[config.mk]
export PLATFORM = sky130hd
export DESIGN_NAME = midi_uart_rx
export DESIGN_NICKNAME = d
export VERILOG_FILES = /design/src/rtl/midi_uart_rx.sv
export SDC_FILE = /design/constraint.sdc
export NUM_CORES = 1
export LEC_CHECK = 0
export ABC_AREA = 1
export CAP_MARGIN = 5
export CORE_UTILIZATION = 39
export CTS_CLUSTER_DIAMETER = 40
export CTS_CLUSTER_SIZE = 12
export DETAILED_ROUTE_END_ITERATION = 10
export PLACE_DENSITY_LB_ADDON = 0.3
export SYNTH_ARGS = -nofsm -noshare
export SYNTH_HDL_FRONTEND = slang
export SYNTH_SLANG_ARGS = --single-unit
[constraint.sdc]
create_clock -name CLK -period 1.81 [get_ports CLK]
set_input_delay 0.362 -clock CLK [delete_from_list [all_inputs] [get_ports CLK]]
set_output_delay 0.362 -clock CLK [all_outputs]
set_load 0.02 [all_outputs]
[src/rtl/midi_uart_rx.sv]
// midi_uart_rx
// -----------------------------------------------------------------------------
// MIDI input-port receiver: 8N1, idle-high asynchronous line to parallel bytes.
// The line is oversampled 16x and each bit is decided by a 3-sample majority
// taken around the middle of the bit.
//
// Parameters:
//   CLK_FREQ  CLK frequency in Hz
//   BAUD      line bit rate (31 250 for MIDI)
//
// Ports:
//   CLK   in   system clock
//   RST   in   synchronous active-high reset
//   CE    in   clock enable of the downstream consumer (only clears DV)
//   RX    in   asynchronous serial line, idle high
//   DATA  out  last correctly framed byte, held until the next good byte
//   DV    out  new byte available, held until the first CE-qualified edge
//   FERR  out  one-CLK pulse on a stop-bit framing error
//   BUSY  out  high while a frame is in progress (START, BITS, STOP)
// -----------------------------------------------------------------------------
module midi_uart_rx #(
  parameter int CLK_FREQ = 50_000_000,
  parameter int BAUD     = 31_250
) (
  input  logic       CLK,
  input  logic       RST,
  input  logic       CE,
  input  logic       RX,
  output logic [7:0] DATA,
  output logic       DV,
  output logic       FERR,
  output logic       BUSY
);

  localparam int DIV = CLK_FREQ / (16 * BAUD);
  localparam int DW  = (DIV > 1) ? $clog2(DIV) : 1;
  localparam logic [DW-1:0] DIV_LAST = DW'(DIV - 1);

  // A divider below 2 cannot produce distinct oversampling ticks.
  if (DIV < 2) begin : g_div_check
    $error("midi_uart_rx: CLK_FREQ/(16*BAUD) must be at least 2");
  end

  typedef enum logic [2:0] {
    S_WAIT_IDLE = 3'd0,
    S_IDLE      = 3'd1,
    S_START     = 3'd2,
    S_BITS      = 3'd3,
    S_STOP      = 3'd4
  } state_t;

  function automatic logic maj3(input logic a, input logic b, input logic c);
    return (a & b) | (a & c) | (b & c);
  endfunction

  logic [1:0]    sync_r;
  logic          rx_s;
  state_t        state_r;
  logic [DW-1:0] div_cnt_r;
  logic [3:0]    sc_r;
  logic [2:0]    bit_idx_r;
  logic [7:0]    shift_r;
  logic [1:0]    samp_r;     // samples taken at sc = 7 and sc = 8
  logic          tick_s;
  logic          decide_s;
  logic          bit_end_s;
  logic          maj_s;

  // Two-stage synchronizer for the asynchronous line, resetting to idle-high.
  always_ff @(posedge CLK) begin
    if (RST) begin
      sync_r <= 2'b11;
    end else begin
      sync_r <= {sync_r[0], RX};
    end
  end

  assign rx_s      = sync_r[1];
  assign tick_s    = (div_cnt_r == DIV_LAST);
  assign decide_s  = tick_s && (sc_r == 4'd9);
  assign bit_end_s = tick_s && (sc_r == 4'd15);
  // Third vote is the live sample at the sc = 9 tick.
  assign maj_s     = maj3(samp_r[0], samp_r[1], rx_s);

  // Frame FSM with oversampling counters and registered outputs.
  always_ff @(posedge CLK) begin
    if (RST) begin
      state_r   <= S_WAIT_IDLE;
      div_cnt_r <= {DW{1'b0}};
      sc_r      <= 4'd0;
      bit_idx_r <= 3'd0;
      shift_r   <= 8'h00;
      samp_r    <= 2'b00;
      DATA      <= 8'h00;
      DV        <= 1'b0;
      FERR      <= 1'b0;
      BUSY      <= 1'b0;
    end else begin
      FERR <= 1'b0;

      if (tick_s) begin
        div_cnt_r <= {DW{1'b0}};
        sc_r      <= sc_r + 4'd1;
        if (sc_r == 4'd7) begin
          samp_r[0] <= rx_s;
        end
        if (sc_r == 4'd8) begin
          samp_r[1] <= rx_s;
        end
      end else begin
        div_cnt_r <= div_cnt_r + DW'(1);
      end

      // A set in the STOP branch below overrides this clear on the same edge.
      if (CE) begin
        DV <= 1'b0;
      end

      case (state_r)
        S_WAIT_IDLE: begin
          if (rx_s) begin
            state_r <= S_IDLE;
          end
        end
        S_IDLE: begin
          if (!rx_s) begin
            // Restart the divider so the tick phase follows the start edge.
            state_r   <= S_START;
            sc_r      <= 4'd0;
            div_cnt_r <= {DW{1'b0}};
            BUSY      <= 1'b1;
          end
        end
        S_START: begin
          if (decide_s && maj_s) begin
            state_r <= S_IDLE;
            BUSY    <= 1'b0;
          end else if (bit_end_s) begin
            state_r   <= S_BITS;
            bit_idx_r <= 3'd0;
          end
        end
        S_BITS: begin
          if (decide_s) begin
            shift_r <= {maj_s, shift_r[7:1]};
          end
          if (bit_end_s) begin
            if (bit_idx_r == 3'd7) begin
              state_r <= S_STOP;
            end else begin
              bit_idx_r <= bit_idx_r + 3'd1;
            end
          end
        end
        S_STOP: begin
          // Leave at mid stop bit so a back-to-back start edge is not missed.
          if (decide_s) begin
            BUSY <= 1'b0;
            if (maj_s) begin
              DATA    <= shift_r;
              DV      <= 1'b1;
              state_r <= S_IDLE;
            end else begin
              FERR    <= 1'b1;
              state_r <= S_WAIT_IDLE;
            end
          end
        end
        default: begin
          state_r <= S_WAIT_IDLE;
          BUSY    <= 1'b0;
        end
      endcase
    end
  end

endmodule

==> results.cfg, run 1 <==
[outcome]
status = complete, no violations

[placement]
dp_hpwl_um = 2470
io_buffers = 14
routabilityCongestion = 0.764
place_ws_ns = 0.121
placedCellCount = 323

[cts]
cts_buffers = 5
clock_path_buffers = 2
worstSkewPairLatency_ns = 0.30
cts_hold_buffers = 0
clock_sinks = 40
cts_setup_buffers = 0
path_clk_slew_ns = 0.08
cts_tree = built
cts_root_buffer = clkbuf_8
htree_levels = 2

[global_routing]
gr-max-usage-layer = met2
first_global_vias = 1343
gr-usage-met1_pct = 19.3
antenna_found_initial = 0
grt.met2_usage_pct = 22.6
track_usage_pct = 14.6
grt_pass1_wl_um = 5930
grtUsageMet3_pct = 3.75
grt_max_degree = 18
gr-total-overflow = 0

[synthesis]
ys_ff_latch = 40
synthAdderAreaFrac_pct = 3.87
yosys.area_share.simple_pct = 27.9
netlist_area_mm2 = 0.00194
synth-compound-area-share_pct = 15.0
syn_inst = 244
synthXorXnorAreaFrac_pct = 1.81
synth_mux_area_share_pct = 0
synth_nets = 254
yosysWarningCount = 0
ys_seq_area_share_pct = 41.3
yosysUniqueCellTypes = 33
syn_area_per_cell_um2 = 7.95
synth_top_family_by_area = simple AND/OR/NAND/NOR gates

[pwr]
switching_power_mw = 0.745
power_density_mw_per_mm2 = 1020
power_mw = 2.32
p_comb_share_pct = 24.3
vdd_ir_drop_max_uv = 402
cellLeakagePower_nw = 0.903
internal-power_mw = 1.57
p_sw_share_pct = 32.2
p_clk_share_pct = 32.3
pwr-share-seq_pct = 43.4

[min_path]
hold_class = flop to flop
hold_start = sync_r[0]
worstHoldEndpoint = sync_r[1]
whs_path_depth = 1

[setup_path]
cp-startpoint = div_cnt_r[0]
path_buf_inv = 0
reg2reg_from = div_cnt_r[0]
required_ns = 2.00
crit_chain = ha_1 > nand2_2 > nor2_8 > nand4_4 > o21ai_0 > a21oi_1
cp_top_family = simple AND/OR/NAND/NOR gates
critPathArrivalTime_ns = 1.86
r2r_slack_ns = 0.13
slowest_delay_ns = 0.37
worst_path_max_delay_cell = dfxtp_1
cp-end-kind = flop
r2r-end = DATA[3]
critPathKind = flop to flop
start_kind = flop
reg2reg_depth = 6
path_max_fanout = 17

[routing]
drt_wl_total_um = 3390
dr.pass1.iters = 4
dr.first_iter.drc_count = 64
viasPerCell = 4.54
vias = 1502
ant_nets = 0
wl_per_cell_um = 10.3
drc = 0

[timing]
fmax_mhz = 596
finalHoldViolations = 0
finClkSkew_ns = 0.00764
fin_crit_sh_pct = 92.6
finalSetupViolCount = 0
slew_violations = 0
fin_crit_ns = 1.68
rsz0062_at_grt = no
maxSlewHeadroom_pct = 78.0
max_slew.worst_pin.slew_ns = 0.329
setup_tns_ns = 0
layout_setup_ws_ns = 0.134

[run]
drv_cap = 0

[floorplanning]
io_pins = 15
rows = 25
coreArea_mm2 = 0.00475
die_x_um = 72.5
initial_core_util_pct = 40.8
die_y_um = 72.5
die_area_mm2 = 0.00526

[finish]
drive_above_1_share_pct = 18.2
syn_to_final_growth_pct = 17.3
final_cells = 331
diodes = 0
fin_nets = 273
-- cells by family after synthesis --
| logic type | after synthesis |
|---|---|
| adder cells (fa/ha/maj) | 6 |
| AO/OA/AOI/OAI | 55 |
| XOR/XNOR | 4 |
| AND/OR/NAND/NOR | 90 |
| buffers and inverters | 49 |
| flip-flops | 40 |
-- cells in the mapped netlist --
cell      instances  area (µm²)
a21oi_1          28         140
a21oi_2           1        8.76
buf_2             1        5.00
buf_6             1        11.3
clkbuf_1          1        3.75
clkbuf_4          1        7.51
dfxtp_1          40         801
ha_1              6        75.1
inv_1            38         143
inv_2             6        22.5
inv_4             1        6.26
nand2_1          26        97.6
nand2_2           4        25.0
nand2_4           3        33.8
nand3_1           9        45.0
nand3_2           6        60.1
nand3_4           1        17.5
nand4_1           2        12.5
nand4_4           1        21.3
nor2_1           23        86.3
nor2_2            4        25.0
nor2_4            4        45.0
nor2_8            1        20.0
nor3_1            2        10.0
nor3_4            1        16.3
nor3b_2           1        12.5
o211ai_2          1        12.5
o21ai_0          21         105
o21ai_1           3        15.0
o21ai_2           1        8.76
or2_2             2        12.5
xnor2_1           2        17.5
xor2_1            2        17.5
-- layout by cell type, fill, tap and decap left out, types with 3 or more instances in the layout --
master | synthesis | routed
a21oi_1 | 28 | 28
nor2_1 | 23 | 23
nand2_2 | 4 | 4
nand3_2 | 6 | 5
o21ai_1 | 3 | 3
nand3_1 | 9 | 9
inv_2 | 6 | 6
clkdlybuf4s50_1 | 0 | 14
dfxtp_1 | 40 | 40
nand2_1 | 26 | 26
o21ai_0 | 21 | 21
inv_1 | 38 | 38
nor2_4 | 4 | 4
nor2_2 | 4 | 4
ha_1 | 6 | 6
clkbuf_8 | 0 | 5
nand2_4 | 3 | 3
-- worst max path at each step --
| stage | endpoint | slack (ns) | cells past startpoint |
|---|---|---|---|
| 2_1_floorplan | shift_r[7] | 0.41 | 7 |
| 3_3_place_gp | DATA[3] | 0.16 | 6 |
| 3_5_place_dp | DATA[3] | 0.12 | 5 |
| 4_1_cts | DATA[3] | 0.15 | 6 |
| 5_1_grt | DATA[3] | 0.005 | 6 |
| 6_report | DATA[3] | 0.13 | 6 |
-- repair_timing --
action / 4_1_cts / 5_1_grt
gates resized for setup: 0 / 1
endpoints found under the hold margin: 0 / 0
setup endpoints to repair: 0 / 1
-- metrics by stage --
step	instance area, µm²	utilization, %	hold slack, ns
6_report	2280	47.9	0.413
5_1_grt	2280	47.9	0.424
3_3_place_gp	2150	45.3	0.393
4_1_cts	2270	47.7	0.414
2_1_floorplan	1940	-	0.389
3_5_place_dp	2150	45.3	0.392
-- routing by layer --
layer	part of all wire [%]	up-vias
li1	-	818
met3	2.5	7
met5	0	-
met2	44	16
met4	1.7	0
met1	52	661
-- area by class of cell --
class | count | area [µm²]
fillers | 500 | 2480
well taps | 67 | 83.8
flip-flops and latches | 40 | 801
multi-input cells | 155 | 948
repair buffers | 16 | 155
inverters | 45 | 171
clock inverters | 3 | 47.5
clock buffers | 5 | 68.8
-- sequential cells by signal, summed over array words and instances (netlist names) --
register   flops
DATA           8
shift_r        8
div_cnt_r      7
sc_r           4
bit_idx_r      3
state_r        3
samp_r         2
sync_r         2
BUSY           1
DV             1
FERR           1
-- power by group through the flow --
stage / clock, mW / combinational (mW) / sequential (mW)
finish: 0.749 / 0.563 / 1.00
global placement: 0 / 0.568 / 1.03
floorplan: 0 / 0.476 / 1.02
global route: 0.805 / 0.654 / 1.01
detailed placement: 0 / 0.565 / 1.03
CTS: 0.768 / 0.567 / 1.01
Note: power is estimated with default switching activity, not from simulation.
==> run 2, diff against run 1 <==
- CTS_CLUSTER_SIZE: 12 -> 28
==> results of run 2 <==
The final DEF is identical to that of run 1; final timing and power are the same.
==> run 3, diff against run 2 <==
- DONT_BUFFER_PORTS: default -> 1
==> run 3 against run 2 <==
Against the previous run: register-to-register slack improved by 0.08 ns; sequential share of layout area rose by 2.7 points; sequential power barely moved; flip-flop and latch count did not move; via count fell by 4.4%; worst setup slack improved by 0.079 ns; first-iteration DRC count rose by 38%; clock power fell by 3.6%; power fell by 1.1%; worst hold slack got worse by 0.30 ns; critical path type unchanged; critical endpoint is now DATA[6]; largest cell class unchanged.
==> results.cfg, run 3 (synthesized netlist as in run 1, its figures left out) <==
[cts]
cts_root_buffer = clkbuf_8
cts_tree = built
htree_levels = 2
cts_hold_buffers = 0
clock_sinks = 40
cts_buffers = 5
clock_path_buffers = 2
path_clk_slew_ns = 0.08
cts_setup_buffers = 0
worstSkewPairLatency_ns = 0.29
cts_resized = 0

[timing]
fmax_mhz = 626
fin_crit_sh_pct = 88.2
setup_tns_ns = 0
slew_violations = 0
finalSetupViolCount = 0
layout_setup_ws_ns = 0.213
maxSlewHeadroom_pct = 64.5
rsz0062_at_grt = no
finalHoldViolations = 0
finClkSkew_ns = 0.00451
fin_crit_ns = 1.60
max_slew.worst_pin.slew_ns = 0.532

[min_path]
worstHoldEndpoint = state_r[2]
whs_path_depth = 1
hold_class = input port to flop
hold_start = RST

[finish]
register_area_um2 = 801
top_regs = DATA: 8 flops, shift_r: 8 flops, div_cnt_r: 7 flops
multi_input_area_um2 = 941
drive_above_1_share_pct = 18.5
fin_nets = 258
final_cell_mix = dfxtp_1, inv_1, a21oi_1
final_cells = 316
final_common_cell = dfxtp_1
syn_to_final_growth_pct = 8.83
diodes = 0
n_fill_cell = 477

[placement]
routabilityCongestion = 0.765
io_buffers = 0
placedCellCount = 308
dp_hpwl_um = 2540
place_ws_ns = 0.213

[setup_path]
cp-end-kind = flop
start_kind = flop
required_ns = 1.99
reg2reg_depth = 6
critPathArrivalTime_ns = 1.78
path_max_fanout = 17
critPathKind = flop to flop
r2r_slack_ns = 0.21
reg2reg_from = div_cnt_r[0]
r2r-end = DATA[6]

[floorplanning]
die_y_um = 72.5
initial_core_util_pct = 40.8
io_pins = 15
coreArea_mm2 = 0.00475
rows = 25
die_area_mm2 = 0.00526
die_x_um = 72.5

[routing]
drt_wl_total_um = 3450
viasPerCell = 4.54
wl_per_cell_um = 10.9
dr.first_iter.drc_count = 88
ant_nets = 0
vias = 1436
drc = 0
dr.pass1.iters = 4

[pwr]
power_density_mw_per_mm2 = 1080
cellLeakagePower_nw = 0.845
vdd_ir_drop_max_uv = 416
power_mw = 2.29

[global_routing]
grt_max_degree = 22
antenna_found_initial = 0
grt_pass1_wl_um = 5900
track_usage_pct = 14.9
gr-total-overflow = 0
first_global_vias = 1273

[run]
drv_cap = 0

[outcome]
status = complete, no violations
run 3: power by group:
group / switching [mW] / leakage, nW / internal, mW
logic: 0.351 / 0.466 / 0.208
registers: 0.0697 / 0.324 / 0.940
clock network: 0.313 / 0.0552 / 0.409
run 3: worst max-delay path by stage:
stage,start,to,slack (ns),depth (start not counted)
final,div_cnt_r[0],DATA[6],0.21,6
after CTS,div_cnt_r[0],DATA[6],0.20,6
after detailed placement,div_cnt_r[0],DATA[6],0.21,6
after global routing,div_cnt_r[0],shift_r[0],0.04,6
after global placement,div_cnt_r[0],DATA[7],0.26,6
after floorplan,div_cnt_r[0],shift_r[7],0.41,7
run 3: layout make-up:
type / count / share of cell area, %
multi-input cells: 155 / 44.5
flip-flops and latches: 40 / 37.9
inverters: 45 / 8.12
well taps: 67 / 3.97
clock buffers: 6 / 3.44
clock inverters: 2 / 1.66
repair buffers: 1 / 0.355
run 3: per-layer routing:
metal | vias up | share of wire, % | global-route usage (%)
li1 | 785 | - | -
met1 | 626 | 52 | 20.7
met2 | 20 | 42 | 20.9
met3 | 5 | 4.5 | 5.69
met4 | 0 | 1.6 | 5.23
met5 | - | 0 | 0
run 3: worst max-delay path, stage by stage (launching register included):
cell	delay (ns)
dfxtp_1	0.35
ha_1	0.26
nand2_2	0.12
nor2_8	0.19
nand4_4	0.24
o21ai_0	0.25
a21oi_1	0.06
run 3: metrics by stage:
step	hold slack (ns)	cell area, µm²	util [%]
after floorplan	0.389	1940	-
after global placement	0.392	2000	42.2
after detailed placement	0.397	2000	42.2
after CTS	0.115	2110	44.4
after global routing	0.102	2110	44.4
final	0.117	2110	44.4
